$ cat src/rtl/irq_ctrl_pkg.sv
// Shared definitions for the interrupt controller: special-register
// addresses, FSM state encoding and source-count constants.
// Latency: n/a (declarations only). Backpressure: n/a.
package irq_ctrl_pkg;

   // Number of peripheral interrupt sources and the width of a source id.
   localparam int NUM_SRC = 8;
   localparam int SRC_W   = 3;

   // Special-register addresses as seen on sr_sel.
   localparam logic [15:0] SR_MASK = 16'h0040;
   localparam logic [15:0] SR_PEND = 16'h0041;
   localparam logic [15:0] SR_SRC  = 16'h0042;
   localparam logic [15:0] SR_MODE = 16'h0043;

   // Controller state: waiting for work, requesting the CPU, CPU in handler.
   typedef enum logic [1:0] {
      ST_IDLE    = 2'd0,
      ST_REQ     = 2'd1,
      ST_SERVICE = 2'd2
   } irq_state_e;

   // 8-bit registers read back zero-extended onto the 16-bit SR bus.
   function automatic logic [15:0] sr_zext(input logic [NUM_SRC-1:0] v);
      return {{(16-NUM_SRC){1'b0}}, v};
   endfunction

endpackage

$ cat src/rtl/irq_ctrl_arb.sv
// Source selector: picks the first requesting id searching upward from
// start_i and wrapping modulo NUM_SRC. start_i = 0 gives fixed priority.
// Latency: combinational. Backpressure: none.
// Ports: req_i request vector, start_i search origin -> vld_o any request,
//        id_o selected id (0 when vld_o is low).
module irq_arb
   import irq_ctrl_pkg::*;
(
   input  logic [NUM_SRC-1:0] req_i,
   input  logic [SRC_W-1:0]   start_i,
   output logic               vld_o,
   output logic [SRC_W-1:0]   id_o
);

   logic [SRC_W-1:0] idx;

   // Walk offsets from farthest to nearest so the nearest hit to start_i
   // is the last assignment and therefore wins.
   always_comb begin
      vld_o = 1'b0;
      id_o  = '0;
      idx   = '0;
      for (int i = NUM_SRC - 1; i >= 0; i--) begin
         idx = start_i + SRC_W'(i);
         if (req_i[idx]) begin
            vld_o = 1'b1;
            id_o  = idx;
         end
      end
   end

endmodule

$ cat src/rtl/irq_ctrl.sv
// Interrupt controller: 8 edge/level sources, mask/pending/mode registers on
// the SR bus, single outstanding request to the CPU with ack/eoi handshake.
// Latency: irq_src edge -> PEND +1 cycle -> irq_out +2 cycles. Backpressure:
// one interrupt in flight; new sources wait in PEND until after eoi.
// Build option: IRQ_CTRL_RR_EN selects round-robin arbitration (default fixed).
// Ports:
//   clk, rst          clock, asynchronous active-high reset
//   irq_src[7:0]      peripheral interrupt lines (bit 0 highest fixed priority)
//   sr_sel/sr_in/sr_ie special-register select, write data, write enable
//   sr_out[15:0]      combinational read data, 0 for unmapped selects
//   irq_en            CPU interrupt enable; irq_out interrupt request
//   irq_ack, eoi      CPU vector pulse / end-of-interrupt pulse
//   cur_src, busy     id in service; high while requesting or servicing
module irq_ctrl
   import irq_ctrl_pkg::*;
(
   input  logic                clk,
   input  logic                rst,
   input  logic [NUM_SRC-1:0]  irq_src,
   input  logic [15:0]         sr_sel,
   input  logic [15:0]         sr_in,
   input  logic                sr_ie,
   output logic [15:0]         sr_out,
   input  logic                irq_en,
   output logic                irq_out,
   input  logic                irq_ack,
   input  logic                eoi,
   output logic [SRC_W-1:0]    cur_src,
   output logic                busy
);

   // ------------------------------------------------------------------
   // State
   // ------------------------------------------------------------------
   logic [NUM_SRC-1:0] mask_q;
   logic [NUM_SRC-1:0] mode_q;
   logic [NUM_SRC-1:0] pend_q;
   logic [NUM_SRC-1:0] pend_d;
   logic [NUM_SRC-1:0] src_q;      // delayed copy of irq_src for edge detect
   irq_state_e         state_q;
   logic [SRC_W-1:0]   cur_src_q;
   logic               irq_out_q;
   logic               busy_q;

   logic               wr_mask;
   logic               wr_pend;
   logic               wr_mode;
   logic [NUM_SRC-1:0] pend_rise;
   logic [NUM_SRC-1:0] pend_clr;
   logic               req_abort;
   logic               req_take;
   logic               arb_vld;
   logic [SRC_W-1:0]   arb_id;
   logic [SRC_W-1:0]   arb_start;

   // Registers are 8 bits wide; the upper half of the write bus is ignored.
   logic               sr_in_unused;
   assign sr_in_unused = ^sr_in[15:NUM_SRC];

   assign wr_mask = sr_ie && (sr_sel == SR_MASK);
   assign wr_pend = sr_ie && (sr_sel == SR_PEND);
   assign wr_mode = sr_ie && (sr_sel == SR_MODE);

   // A pending request is withdrawn if the CPU disables interrupts or the
   // source gets masked before the CPU vectors; abort beats a same-cycle ack.
   assign req_abort = (state_q == ST_REQ) && (!irq_en || !mask_q[cur_src_q]);
   assign req_take  = (state_q == ST_REQ) && !req_abort && irq_ack;

   // ------------------------------------------------------------------
   // Configuration registers and edge-detect delay
   // ------------------------------------------------------------------
   always_ff @(posedge clk or posedge rst) begin
      if (rst) begin
         mask_q <= '0;
         mode_q <= '0;
         src_q  <= '0;
         pend_q <= '0;
      end else begin
         if (wr_mask) mask_q <= sr_in[NUM_SRC-1:0];
         if (wr_mode) mode_q <= sr_in[NUM_SRC-1:0];
         src_q  <= irq_src;
         pend_q <= pend_d;
      end
   end

   // ------------------------------------------------------------------
   // Pending next state
   //   edge bits: set on rising edge, cleared by write-1 or by the ack of
   //              that source; a same-cycle set overrides any clear.
   //   level bits: simply track the input, so writes and acks do nothing.
   // ------------------------------------------------------------------
   always_comb begin
      pend_clr = '0;
      if (wr_pend) pend_clr = sr_in[NUM_SRC-1:0];
      if (req_take) pend_clr[cur_src_q] = 1'b1;
      pend_rise = irq_src & ~src_q;
      pend_d    = (mode_q & ((pend_q & ~pend_clr) | pend_rise))
                | (~mode_q & irq_src);
   end

   // ------------------------------------------------------------------
   // Arbitration origin
   // ------------------------------------------------------------------
`ifdef IRQ_CTRL_RR_EN
   // Next search starts one past the last source the CPU accepted.
   logic [SRC_W-1:0] rr_ptr_q;

   always_ff @(posedge clk or posedge rst) begin
      if (rst) begin
         rr_ptr_q <= '0;
      end else if (req_take) begin
         rr_ptr_q <= cur_src_q + SRC_W'(1);
      end
   end

   assign arb_start = rr_ptr_q;
`else
   assign arb_start = '0;
`endif

   irq_arb u_arb (
      .req_i   (pend_q & mask_q),
      .start_i (arb_start),
      .vld_o   (arb_vld),
      .id_o    (arb_id)
   );

   // ------------------------------------------------------------------
   // Request/service FSM with registered outputs. irq_out is high exactly
   // while in REQ; busy is high in REQ and SERVICE.
   // ------------------------------------------------------------------
   always_ff @(posedge clk or posedge rst) begin
      if (rst) begin
         state_q   <= ST_IDLE;
         cur_src_q <= '0;
         irq_out_q <= 1'b0;
         busy_q    <= 1'b0;
      end else begin
         case (state_q)
            ST_IDLE: begin
               if (irq_en && arb_vld) begin
                  state_q   <= ST_REQ;
                  cur_src_q <= arb_id;
                  irq_out_q <= 1'b1;
                  busy_q    <= 1'b1;
               end
            end
            ST_REQ: begin
               if (req_abort) begin
                  state_q   <= ST_IDLE;
                  irq_out_q <= 1'b0;
                  busy_q    <= 1'b0;
               end else if (irq_ack) begin
                  state_q   <= ST_SERVICE;
                  irq_out_q <= 1'b0;
               end
            end
            ST_SERVICE: begin
               // No nesting: everything else waits in PEND until eoi.
               if (eoi) begin
                  state_q <= ST_IDLE;
                  busy_q  <= 1'b0;
               end
            end
            default: begin
               state_q   <= ST_IDLE;
               irq_out_q <= 1'b0;
               busy_q    <= 1'b0;
            end
         endcase
      end
   end

   assign irq_out = irq_out_q;
   assign busy    = busy_q;
   assign cur_src = cur_src_q;

   // ------------------------------------------------------------------
   // Special-register read mux
   // ------------------------------------------------------------------
   always_comb begin
      sr_out = '0;
      case (sr_sel)
         SR_MASK: sr_out = sr_zext(mask_q);
         SR_PEND: sr_out = sr_zext(pend_q);
         SR_SRC:  sr_out = {busy_q, {(16-1-SRC_W){1'b0}}, cur_src_q};
         SR_MODE: sr_out = sr_zext(mode_q);
         default: sr_out = '0;
      endcase
   end

endmodule

$ cat config.mk
export PLATFORM = sky130hd
export DESIGN_NAME = irq_ctrl
export DESIGN_NICKNAME = d
export VERILOG_FILES = /design/src/rtl/irq_ctrl_pkg.sv /design/src/rtl/irq_ctrl_arb.sv /design/src/rtl/irq_ctrl.sv
export SDC_FILE = /design/constraint.sdc
export NUM_CORES = 1
export LEC_CHECK = 0
export CORE_ASPECT_RATIO = 0.6
export CORE_MARGIN = 5
export CORE_UTILIZATION = 47
export DETAILED_ROUTE_END_ITERATION = 10
export HOLD_SLACK_MARGIN = 0.15
export PLACE_DENSITY = 0.8
export SKIP_LAST_GASP = 1
export SYNTH_ARGS = -nofsm -noshare
export SYNTH_HDL_FRONTEND = slang
export SYNTH_SLANG_ARGS = --single-unit
$ cat constraint.sdc
create_clock -name clk -period 3.4 [get_ports clk]
set_input_delay 0.68 -clock clk [delete_from_list [all_inputs] [get_ports clk]]
set_output_delay 0.68 -clock clk [all_outputs]
set_load 0.02 [all_outputs]
; After elaboration in Yosys (flattened, before gate mapping)
; Index checks and enable logic that the tools add are counted.
[op_classes]
n_lt_le_gt_ge = 2
n_eq_ne = 10
mux = 35
n_bitwise = 12
n_reduce_logical = 17
[ops]
columns = op, count
row1 = "equality test 16 x 7 -> 1 bit, second input constant", 4
row2 = case mux 16 bit (4 select lines), 1
row3 = AND 8 bit, 5
row4 = two-way mux 3 bit, 8
row5 = inverter 8 bit, 3
row6 = bitwise OR 8 bit, 3
row7 = two-way mux 8 bit, 2
row8 = two-way mux 1 bit, 15
row9 = AND reduction 3 bit, 3
row10 = logical AND 1 bit, 8
row11 = two-way mux 2 bit, 4
row12 = "inequality test 2 bit, second input constant", 3
row13 = case mux 1 bit (3 select lines), 2
row14 = case mux 2 bit (3 select lines), 1
row15 = "less-than comparator 3 x 4 -> 1 bit, second input constant", 1
row16 = binary-select mux 1 bit (select 3 bit), 1
row17 = demux 1 bit (select 3 bit), 1
row18 = ">= comparator 3 x 1 -> 1 bit, second input constant", 1
row19 = logical NOT 1 bit, 3
row20 = "inequality test 3 bit, second input constant", 1
row21 = "equality test 2 x 1 -> 1 bit, second input constant", 1
row22 = "equality test 2 bit, second input constant", 1
row23 = logical NOT 2 bit, 1
row24 = AND reduction 2 bit, 1
row25 = 2 further kinds, 2
[word_totals]
register_bits = 39
input_bits = 46
output_inout_bits = 21
elab_cells = 84

; Logic depth before layout (Yosys ltp)
[depth]
word_depth = 14
depth_mapped = 5
mapped_depth_nobuf = 4

; By module
; From an unflattened synthesis, not the netlist that was laid out.
[hier_totals]
hier_cells = 286
hier_area_um2 = 2879.0
[by_module_without_submodules]
columns = mod, n_inst, cells_per_inst, area_each_um2, seq_area_each_um2
row1 = irq_ctrl, 1, 196, 2097.0, 975.9
row2 = irq_arb, 1, 90, 782.0, 0.0

; Least setup slack after synthesis
; Ideal clock, no wire load.
[synth_timing]
path_kind = input to output
startpoint = input sr_sel[9]
endpoint = output sr_out[15]
arrival_time_ns = 2.020
t_required_ns = 2.720
slack_ns = 0.700
cell_stages = 4
path_buffers = 1
cell_sequence = nor4_1 > nand4_2 > clkbuf_1 > nor3_1
[synth_via]
elab_chain_len = 2
elab_cells_between_ends = 5
cone_classes = eq/ne (4) / mux (1)
[synth_rtl]
columns = item, line
row1 = start: declaration, irq_ctrl.sv:20  ; input logic [15:0] sr_sel,
row2 = equality test 16 x 7 -> 1 bit, irq_ctrl.sv:183  ; case (sr_sel)
row3 = case mux 16 bit (4 select lines) (*), irq_ctrl.sv:183
row4 = end: declaration, irq_ctrl.sv:23  ; output logic [15:0] sr_out,
; Mark *: on every way between the ends. The rest lies on a longest branch, timed or not.

; Final worst setup path
[layout_timing]
startpoint = input sr_sel[14]
endpoint = output sr_out[15]
; The elaborated chain is that of the path after synthesis.

==> impl_metrics.ini <==
[clocking]
cts-htree-levels = 2
clk_path_buf_depth = 2
cts_tree = built
clkTransAtPathRegs_ns = 0.08
cts_sinks = 39
insertion_delay_ns = 0.30
cts_root_buffer = clkbuf_8
cts_buffers = 5

[synth]
syn_area_per_cell_sq_um = 10.2
synth.most_common_cell = dfrtp_1
yosysTopAreaCell = dfrtp_1
synth_common_cells = dfrtp_1 (39), nand2_1 (36), mux2_2 (16)
ys_dominant_reg_cell = dfrtp_1
syn-instance-count = 214
ys_seq_area_share_pct = 44.5
synth_edf_count = 0
synthesis.area_sq_mm = 0.00219
yosysWarnings = 0
yosysTopAreaCellShare_pct = 44.5
synth.distinct_cells = 45
synth_seq_cells = 39
synthTopCellsByArea = dfrtp_1 (45%), mux2_2 (8.2%), nand2_1 (6.2%), mux2i_1 (4.1%), o31ai_1 (3.4%)
ys_async_sr_fraction_pct = 100

[timing]
hold_violations = 0
slew_headroom_pct = 30.9
worstMarginPinSlew_ns = 1.02
final_max_slew_viol_count = 0
fmax_mhz = 303
fin_crit_ns = 3.30
period_share_pct = 97.2
rsz0062_at_grt = no
tns_ns = 0
setup-violations-final = 0
skew_ns = 0.00930

[route]
drt-wirelength-per-cell_um = 17.2
num_vias = 1917
drc = 0
wl_um = 5800
viasPerCell = 5.69
drt-pass1-iter-count = 4
postRouteAntennaNets = 0
drt-initial-drc-count = 111

[critical_path]
cp.required_ns = 2.72
r2r_end = irq_out
rr_worst_depth = 4
critPathLaunchType = input pin
crit_chain = clkdlybuf4s50_1 -> nor4_2 -> nand4_2 -> nor3_1 -> clkdlybuf4s50_1
path_buf_inv = 2
worstPathArrival_ns = 2.62
cp_common_cell = clkdlybuf4s50_1
path_max_fanout = 4
slowest_stage = clkdlybuf4s50_1
cp-end-kind = output pin
max_stage_delay_ns = 0.65
critical_path_class = in2out
r2r_start = pend_q[2]
cp_top_family = buffers and inverters
rrSetupSlack_ns = 1.24

[placement]
dp_hpwl_um = 4360
placed_cell_area_sq_mm = 0.00278
io_buffers = 51
gp_congestion = 0.845

[cells_and_area]
fin_area_sq_mm = 0.00290
nets = 319
fill_cells = 381
n_antenna_cell = 0
drive_above_1_share_pct = 15.0
area_growth_pct = 32.4

[grt]
grt_pass1_wl_um = 9470
antenna_found_initial = 0
grt.total_usage_pct = 19.3
grt_pass1_vias = 1911
gr-total-overflow = 0
grt_max_degree = 40

[hold_path]
hp-class = reg2reg
min_from = src_q[0]
min_path_cells = 3
min_to = pend_q[0]

[floorplanning]
core.rowCount = 19
boundaryPins = 67
chipHeight_um = 62.9
placeableCoreArea_sq_mm = 0.00454
die_area_sq_mm = 0.00617
die_w_um = 98.2
start_util_pct = 48.3

[pwr]
p_per_area_mw_per_mm2 = 310
vdd_drop_max_uv = 240
p_leak_nw = 1.23

[outcome]
status = finished, final reports clean

[flow_run]
cap_violations = 0
## kinds of logic after synthesis
| kind of cell | after synthesis | synth area share [%] |
|---|---|---|
| and+or+nand+nor | 81 | 19.7 |
| buffers and inverters | 19 | 4.62 |
| other | 1 | 0.171 |
| muxes | 28 | 15.4 |
| DFF | 39 | 44.5 |
| AOI/OAI and AO/OA | 46 | 15.5 |
## cells in the final DEF (no fill, tap or decap), types with 6 or more instances in the layout
| cell | n |
|---|---|
| nand2_1 | 36 |
| dfrtp_1 | 39 |
| clkdlybuf4s50_1 | 47 |
| mux2i_1 | 9 |
| conb_1 | 7 |
| buf_4 | 9 |
| a21oi_1 | 11 |
| mux2_2 | 16 |
| nor2_1 | 11 |
| o31ai_1 | 10 |
| nor4b_1 | 6 |
## repair_timing
action,CTS,global route
endpoints found under the setup margin,5,6
hold buffers,0,0
gates resized for setup,2,5
pin swaps,1,0
buffers inserted,1,0
## cell type report
class	instances	area [sq um]	area share (%)
Clock inverter	2	12.5	0.431
Timing Repair Buffer	60	588	20.3
Sequential cell	39	976	33.6
Multi-Input combinational cell	162	1160	39.8
Clock buffer	6	72.6	2.50
Inverter	5	18.8	0.647
Tap cell	63	78.8	2.72
## per-stage QoR
step	hold WS (ns)	setup slack, ns	power, W	utilization [%]	std cells
after CTS	0.533	0.0167	0.000908	63.6	337
after global routing	0.557	0.0105	0.000942	63.9	337
after global placement	0.506	-0.00901	0.000593	61.3	328
after detailed placement	0.517	-0.0392	0.000596	61.3	328
after floorplan	0.487	0.700	0.000537	-	220
final	0.531	0.0968	0.000901	63.9	337
## state kept, by name (all words and copies together) (netlist names)
signal   count
mode_q       8
irq_out      1
cur_src      3
state_q      2
mask_q       8
busy         1
pend_q       8
src_q        8
## layer usage
layer | vias up | wire length, um | global-route usage (%)
li1 | 907 | - | -
met1 | 916 | 2720 | 27.2
met2 | 84 | 2480 | 28.1
met3 | 10 | 511 | 5.91
met4 | 0 | 93 | 6.64
met5 | - | 0 | 0
## how the worst max path moves through the flow
stage,startpoint,slack [ns],cells past startpoint,to
after global placement,sr_sel[10],-0.009,6,sr_out[5]
after global routing,sr_sel[14],0.01,5,sr_out[15]
after floorplan,sr_sel[9],0.70,4,sr_out[15]
after detailed placement,sr_sel[9],-0.04,6,sr_out[6]
after CTS,sr_sel[14],0.02,6,sr_out[6]
final,sr_sel[14],0.1,5,sr_out[15]
## report_power, final
| group | internal [W] | switching (W) | leakage (nW) |
|---|---|---|---|
| registers | 0.000474 | 0.00000980 | 0.503 |
| logic | 0.0000562 | 0.0000495 | 0.685 |
| clock network | 0.000143 | 0.000169 | 0.0412 |
| total | 0.000673 | 0.000228 | 1.23 |
## worst reg2reg max path: stages (launching register included)
cell	delay (ns)
dfrtp_1	0.46
a22o_1	0.30
o41ai_1	0.93
a21boi_0	0.26
o31ai_1	0.09
No activity file was read; power rests on OpenSTA's default activity.
